[src/rtl/trap_csr_unit.sv]
// ---------------------------------------------------------------------------
// trap_csr_unit
//
// Supervisor trap CSR block. Owns STATUS, SCAUSE, INTMASK, SEPC and STVEC,
// which the combinational exception controller reads. This block is the
// other end of that interface. It latches interrupt and exception requests
// into sticky SCAUSE bits and saves the PC on trap entry. On SRET it clears
// EXL and the serviced cause bit.
//
// Optional feature macro: TRAP_TIMER_EN
//   When defined, TIME is a free-running counter compared against TIMECMP.
//   A match sets SCAUSE[0] and wraps TIME to 0.
//   When undefined, there is no counter, and addresses 4/5 read 0 and
//   ignore writes.
//
// Ports
//   clk            in   1   system clock, all state on rising edge
//   rstn           in   1   synchronous active-low reset
//   src_req        in   5   level requests for causes 3..7 (bit k -> SCAUSE[k+3])
//   illegal_instr  in   1   pulse from decode, sets SCAUSE[1]
//   ecall          in   1   pulse from decode, sets SCAUSE[2]
//   exl_set        in   1   trap-taken strobe from exception controller
//   int_pend       in   3   encoded cause being taken, valid with exl_set
//   pc             in  32   PC of the instruction to resume
//   sret           in   1   return-from-handler pulse
//   csr_we         in   1   CSR write enable
//   csr_addr       in   3   CSR select
//   csr_wdata      in  32   CSR write data
//   csr_rdata      out 32   CSR read data (combinational)
//   status         out  8   bit1 IE, bit0 EXL, bits 7:2 scratch
//   scause         out  8   sticky one-hot pending causes
//   intmask        out  8   per-cause enable
//   sepc           out 32   saved PC
//   stvec          out 32   handler base address
//   dbg_state      out  1   FSM state (0 RUN, 1 HANDLER)
//
// Handshake note: exl_set/int_pend and sret are single-cycle strobes with no
// back-pressure. A strobe is consumed on the rising edge where it is high,
// and only if the FSM is in the state that accepts it. Otherwise it is
// dropped.
// ---------------------------------------------------------------------------
module trap_csr_unit (
  input  logic        clk,
  input  logic        rstn,
  input  logic [4:0]  src_req,
  input  logic        illegal_instr,
  input  logic        ecall,
  input  logic        exl_set,
  input  logic [2:0]  int_pend,
  input  logic [31:0] pc,
  input  logic        sret,
  input  logic        csr_we,
  input  logic [2:0]  csr_addr,
  input  logic [31:0] csr_wdata,
  output logic [31:0] csr_rdata,
  output logic [7:0]  status,
  output logic [7:0]  scause,
  output logic [7:0]  intmask,
  output logic [31:0] sepc,
  output logic [31:0] stvec,
  output logic        dbg_state
);

  typedef enum logic {
    ST_RUN     = 1'b0,
    ST_HANDLER = 1'b1
  } state_e;

  localparam logic [2:0] A_STATUS  = 3'd0;
  localparam logic [2:0] A_INTMASK = 3'd1;
  localparam logic [2:0] A_SCAUSE  = 3'd2;
  localparam logic [2:0] A_STVEC   = 3'd3;
  localparam logic [2:0] A_TIMECMP = 3'd4;
  localparam logic [2:0] A_TIME    = 3'd5;
  localparam logic [2:0] A_SEPC    = 3'd6;

  state_e      state_q, state_d;
  logic [2:0]  saved_cause_q, saved_cause_d;
  logic [7:0]  status_q, status_d;
  logic [7:0]  scause_q, scause_d;
  logic [7:0]  intmask_q, intmask_d;
  logic [31:0] sepc_q, sepc_d;
  logic [31:0] stvec_q, stvec_d;

  logic        trap_enter;
  logic        trap_return;
  logic        timer_hit;
  logic [7:0]  cause_set;
  logic [7:0]  cause_clr;

  // ------------------------------------------------------------------------
  // Optional timer
  // ------------------------------------------------------------------------
`ifdef TRAP_TIMER_EN
  logic [31:0] time_q, time_d;
  logic [31:0] timecmp_q, timecmp_d;

  assign timer_hit = (time_q == timecmp_q);

  always_comb begin
    timecmp_d = timecmp_q;
    time_d    = time_q + 32'd1;
    if (timer_hit) begin
      time_d = 32'd0;
    end
    // Writing TIMECMP restarts the count so the new compare is measured
    // from the write.
    if (csr_we && csr_addr == A_TIMECMP) begin
      timecmp_d = csr_wdata;
      time_d    = 32'd0;
    end
  end

  always_ff @(posedge clk) begin
    if (!rstn) begin
      time_q    <= 32'd0;
      timecmp_q <= 32'hFFFF_FFFF;
    end else begin
      time_q    <= time_d;
      timecmp_q <= timecmp_d;
    end
  end
`else
  assign timer_hit = 1'b0;
`endif

  // ------------------------------------------------------------------------
  // Trap FSM and register next-state
  // ------------------------------------------------------------------------
  always_comb begin
    state_d       = state_q;
    saved_cause_d = saved_cause_q;
    trap_enter    = 1'b0;
    trap_return   = 1'b0;
    case (state_q)
      ST_RUN: begin
        if (exl_set) begin
          trap_enter    = 1'b1;
          saved_cause_d = int_pend;
          state_d       = ST_HANDLER;
        end
      end
      ST_HANDLER: begin
        // exl_set is ignored here, so an sret in the same cycle wins.
        if (sret) begin
          trap_return = 1'b1;
          state_d     = ST_RUN;
        end
      end
      default: state_d = ST_RUN;
    endcase
  end

  always_comb begin
    status_d  = status_q;
    intmask_d = intmask_q;
    sepc_d    = sepc_q;
    stvec_d   = stvec_q;

    if (csr_we) begin
      case (csr_addr)
        A_STATUS:  status_d  = csr_wdata[7:0];
        A_INTMASK: intmask_d = csr_wdata[7:0];
        A_STVEC:   stvec_d   = {csr_wdata[31:2], 2'b00};
        A_SEPC:    sepc_d    = csr_wdata;
        default:   ;
      endcase
    end

    // The FSM owns EXL. On a collision it overrides only bit 0 of a
    // STATUS write.
    if (trap_enter) begin
      status_d[0] = 1'b1;
      sepc_d      = pc;
    end
    if (trap_return) begin
      status_d[0] = 1'b0;
    end
  end

  // SCAUSE: set wins over clear on the same bit.
  always_comb begin
    cause_set = {src_req, ecall, illegal_instr, timer_hit};
    cause_clr = 8'd0;
    if (trap_return) begin
      cause_clr[saved_cause_q] = 1'b1;
    end
    if (csr_we && csr_addr == A_SCAUSE) begin
      cause_clr = cause_clr | csr_wdata[7:0];
    end
    scause_d = (scause_q & ~cause_clr) | cause_set;
  end

  always_ff @(posedge clk) begin
    if (!rstn) begin
      state_q       <= ST_RUN;
      saved_cause_q <= 3'd0;
      status_q      <= 8'd0;
      scause_q      <= 8'd0;
      intmask_q     <= 8'd0;
      sepc_q        <= 32'd0;
      stvec_q       <= 32'd0;
    end else begin
      state_q       <= state_d;
      saved_cause_q <= saved_cause_d;
      status_q      <= status_d;
      scause_q      <= scause_d;
      intmask_q     <= intmask_d;
      sepc_q        <= sepc_d;
      stvec_q       <= stvec_d;
    end
  end

  // ------------------------------------------------------------------------
  // CSR read mux
  // ------------------------------------------------------------------------
  always_comb begin
    csr_rdata = 32'd0;
    case (csr_addr)
      A_STATUS:  csr_rdata = {24'd0, status_q};
      A_INTMASK: csr_rdata = {24'd0, intmask_q};
      A_SCAUSE:  csr_rdata = {24'd0, scause_q};
      A_STVEC:   csr_rdata = stvec_q;
`ifdef TRAP_TIMER_EN
      A_TIMECMP: csr_rdata = timecmp_q;
      A_TIME:    csr_rdata = time_q;
`else
      A_TIMECMP: csr_rdata = 32'd0;
      A_TIME:    csr_rdata = 32'd0;
`endif
      A_SEPC:    csr_rdata = sepc_q;
      default:   csr_rdata = 32'd0;
    endcase
  end

  assign status    = status_q;
  assign scause    = scause_q;
  assign intmask   = intmask_q;
  assign sepc      = sepc_q;
  assign stvec     = stvec_q;
  assign dbg_state = state_q;

endmodule

[config.mk]
export PLATFORM = sky130hd
export DESIGN_NAME = trap_csr_unit
export DESIGN_NICKNAME = d
export VERILOG_FILES = /design/src/rtl/trap_csr_unit.sv
export SDC_FILE = /design/constraint.sdc
export NUM_CORES = 1
export LEC_CHECK = 0
export CAP_MARGIN = 10
export CORE_AREA = 2 2 107 109
export CTS_CLUSTER_SIZE = 24
export DETAILED_ROUTE_END_ITERATION = 10
export DIE_AREA = 0 0 109 111
export GPL_TIMING_DRIVEN = 0
export PLACE_DENSITY = 0.85
export SYNTH_ARGS = -nofsm -noshare
export SYNTH_HDL_FRONTEND = slang
export SYNTH_SLANG_ARGS = --single-unit
[constraint.sdc]
create_clock -name clk -period 1.6 [get_ports clk]
set_input_delay 0.32 -clock clk [delete_from_list [all_inputs] [get_ports clk]]
set_output_delay 0.32 -clock clk [all_outputs]
set_load 0.02 [all_outputs]
==> flow_summary.toml <==
[final_layout]
num-fill-cells = 840
stdcell_count = 890
seq_area_um2 = 1820
layout_commonest_cell = "dlygate4sd2_1"
final_cell_area_um2 = 7820
utilization_pct = 70.6
areaGrowthSynthToFinish_pct = 73.7
mostFrequentLayoutCells = "dlygate4sd2_1 (88), nand2_1 (77), dfxtp_1 (77)"
nets = 824
layout-drive-gt1-share_pct = 31.2
multi_input_comb_area_um2 = 2750

[yosys]
netlist_area_um2 = 4500
yosys.area.top_type_share_pct = 40.0
yosysSeqAreaShare_pct = 40.0
ys_types = 35
synth-edff-count = 0
synth.area.top_cells = "dfxtp_1 (40%), mux2i_1 (12%), a211oi_2 (8.3%)"
synthArstFlopShare_pct = 0
synth_top_cell_by_area = "dfxtp_1"
ys_ff_latch = 90
yosysWarningCount = 0
avgSynthCellArea_um2 = 8.95
synthCells = 503
synth_top_flop_cell = "dfxtp_1"

[sta]
hold_viol = 0
final.period_utilization_pct = 108
setup_violations = 27
fin_worst_skew_ns = 0.00404
fmax_mhz = 578
rsz0062_at_grt = "yes"
relSlewSlack_pct = 45.4
worstMarginPinSlew_ns = 0.818
final-max-slew-violation-count = 0
setup_ws_ns = -0.132
min_period_ns = 1.73

[floorplan]
dieArea_um2 = 12100
rows = 39
io_pins = 203
coreArea_um2 = 11100
die_h_um = 111
start_util_pct = 40.7
die_x_um = 109

[detailed_routing]
drc = 0
drtIter0Drc = 235
wl_per_cell_um = 20.0
viasPerCell = 5.55
drt_first_pass_iters = 5
wl_um = 17800
via_count = 4941
drtAntennaViolNets = 0

[global_routing]
grt_use_met3_pct = 6.94
grt_max_degree = 15
busiest_layer = "met2"
grt_pass1_vias = 5066
antenna_found_initial = 1
grt_use_total_pct = 29.2
grt_pass1_wl_um = 27400
met1_usage_pct = 34.8
use_met2_pct = 49.6
grt.overflow.total = 0

[pwr]
p_leak_uw = 0.00325
pwr-share-seq_pct = 39.1
swShare_pct = 28.4
clkPwrFrac_pct = 35.8
total_power_uw = 6370
p_comb_share_pct = 25.1
p_int_uw = 4560
power_switching_uw = 1810
powerDensity_nw_per_um2 = 814
vdd_drop_max_mv = 0.624

[clock_network]
clockRootBuffer = "clkbuf_16"
cts_made_buffers = 9
cts_buffer_depth = 2
cts_tree = "built"
cts.clk_slew.worst_paths_ns = 0.06
worstSkewPairLatency_ns = 0.34
clock_sink_count = 90
cts-htree-levels = 3

[status]
outcome = "finished, violations left"
violations = "setup timing"

[min_path]
min_path_type = "in -> reg"

[setup_path]
end_kind = "primary output"
cp.arrival_ns = 1.41
cp-start-kind = "flip-flop"
path_class = "reg -> out"
worstPathRequired_ns = 1.28
critical_path.max_fanout = 3

[place]
post-dp-hpwl_um = 12300
gp_congestion = 0.856
io_buffers = 199
placed_cell_area_um2 = 6780
dp.cells = 846

[flow_run]
cap_violations = 0
logic make-up after synthesis:
kind of cell | Yosys count | synth area share, %
AND/OR/NAND/NOR | 173 | 18.7
AO/OA/AOI/OAI | 123 | 21.9
flip-flops | 90 | 40.0
buffers and inverters | 60 | 6.67
multiplexers | 56 | 12.7
other | 1 | 0.0833
synth_stat cells (5+ instances only):
cell type	number
buf_2	21
nor3_1	35
o22ai_1	5
a22oi_1	24
mux2i_1	55
o21a_1	8
nand2_1	77
nor2_1	14
dfxtp_1	90
clkbuf_1	22
nor2b_1	30
a221oi_1	8
buf_6	5
inv_1	8
a211oi_2	30
a21oi_1	37
a2bb2oi_1	6
stage by stage:
step                      hold WS (ns)  TNS (ns)  setup WS [ns]
after floorplan                  0.424   -0.0227        -0.0227
after global placement           0.458    -74.57          -1.33
after detailed placement         0.457    -80.67          -1.42
after CTS                        0.313     -2.17         -0.143
after global routing             0.312     -2.09         -0.159
final                            0.312     -1.07         -0.132
worst paths after layout:
kind | start | endpoint | slack (ns) | cells after the start
max | scause[4] | csr_rdata[4] | -0.13 | 4
min | rstn | scause[4] | 0.31 | 2
max reg2reg | dbg_state | sepc[30] | 0.12 | 6
min reg2reg | status[1] | status[1] | 0.47 | 2
state kept, by name, indices dropped and copies added, names as in the netlist:
register and flops:
saved_cause_q 3, stvec 30, dbg_state 1, status 8, scause 8, intmask 8
sepc 32
repair_timing:
action / CTS / global route
endpoints found under the hold margin: 0 / 0
setup buffers: 17 / 11
hold buffers: 0 / 0
pin swaps: 26 / 13
resized for setup: 391 / 27
gates cloned: 7 / 0
endpoints found under the setup margin: 202 / 57
area by class of cell:
type	instances	area share, %
tap	143	2.29
timing repair buffer	233	30.0
antenna	1	0.0320
buffer	45	4.80
clock buffer	10	3.05
multi-input combinational	354	35.2
inverter	9	0.432
clock inverter	5	1.01
sequential	90	23.3
critical path, cell delays in order, from the launching register on:
cell	delay (ns)
dfxtp_2	0.34
mux4_2	0.46
inv_2	0.08
o21ai_2	0.07
buf_6	0.13
layer usage:
metal / vias up / wire, µm / share of wire [%]
met5: - / 0 / 0
met4: 0 / 565 / 3.2
met3: 42 / 1500 / 8.4
met2: 237 / 8910 / 50
met1: 2389 / 6810 / 38
li1: 2273 / - / -
power by group through the flow:
stage               clock, µW  sequential (µW)  combinational [µW]
global route             2400             2510                1680
detailed placement          0             2520                1430
global placement            0             2520                1400
finish                   2280             2490                1600
CTS                      2300             2480                1550
floorplan                   0             2640                 624
Power figures use the tool's default switching activity.
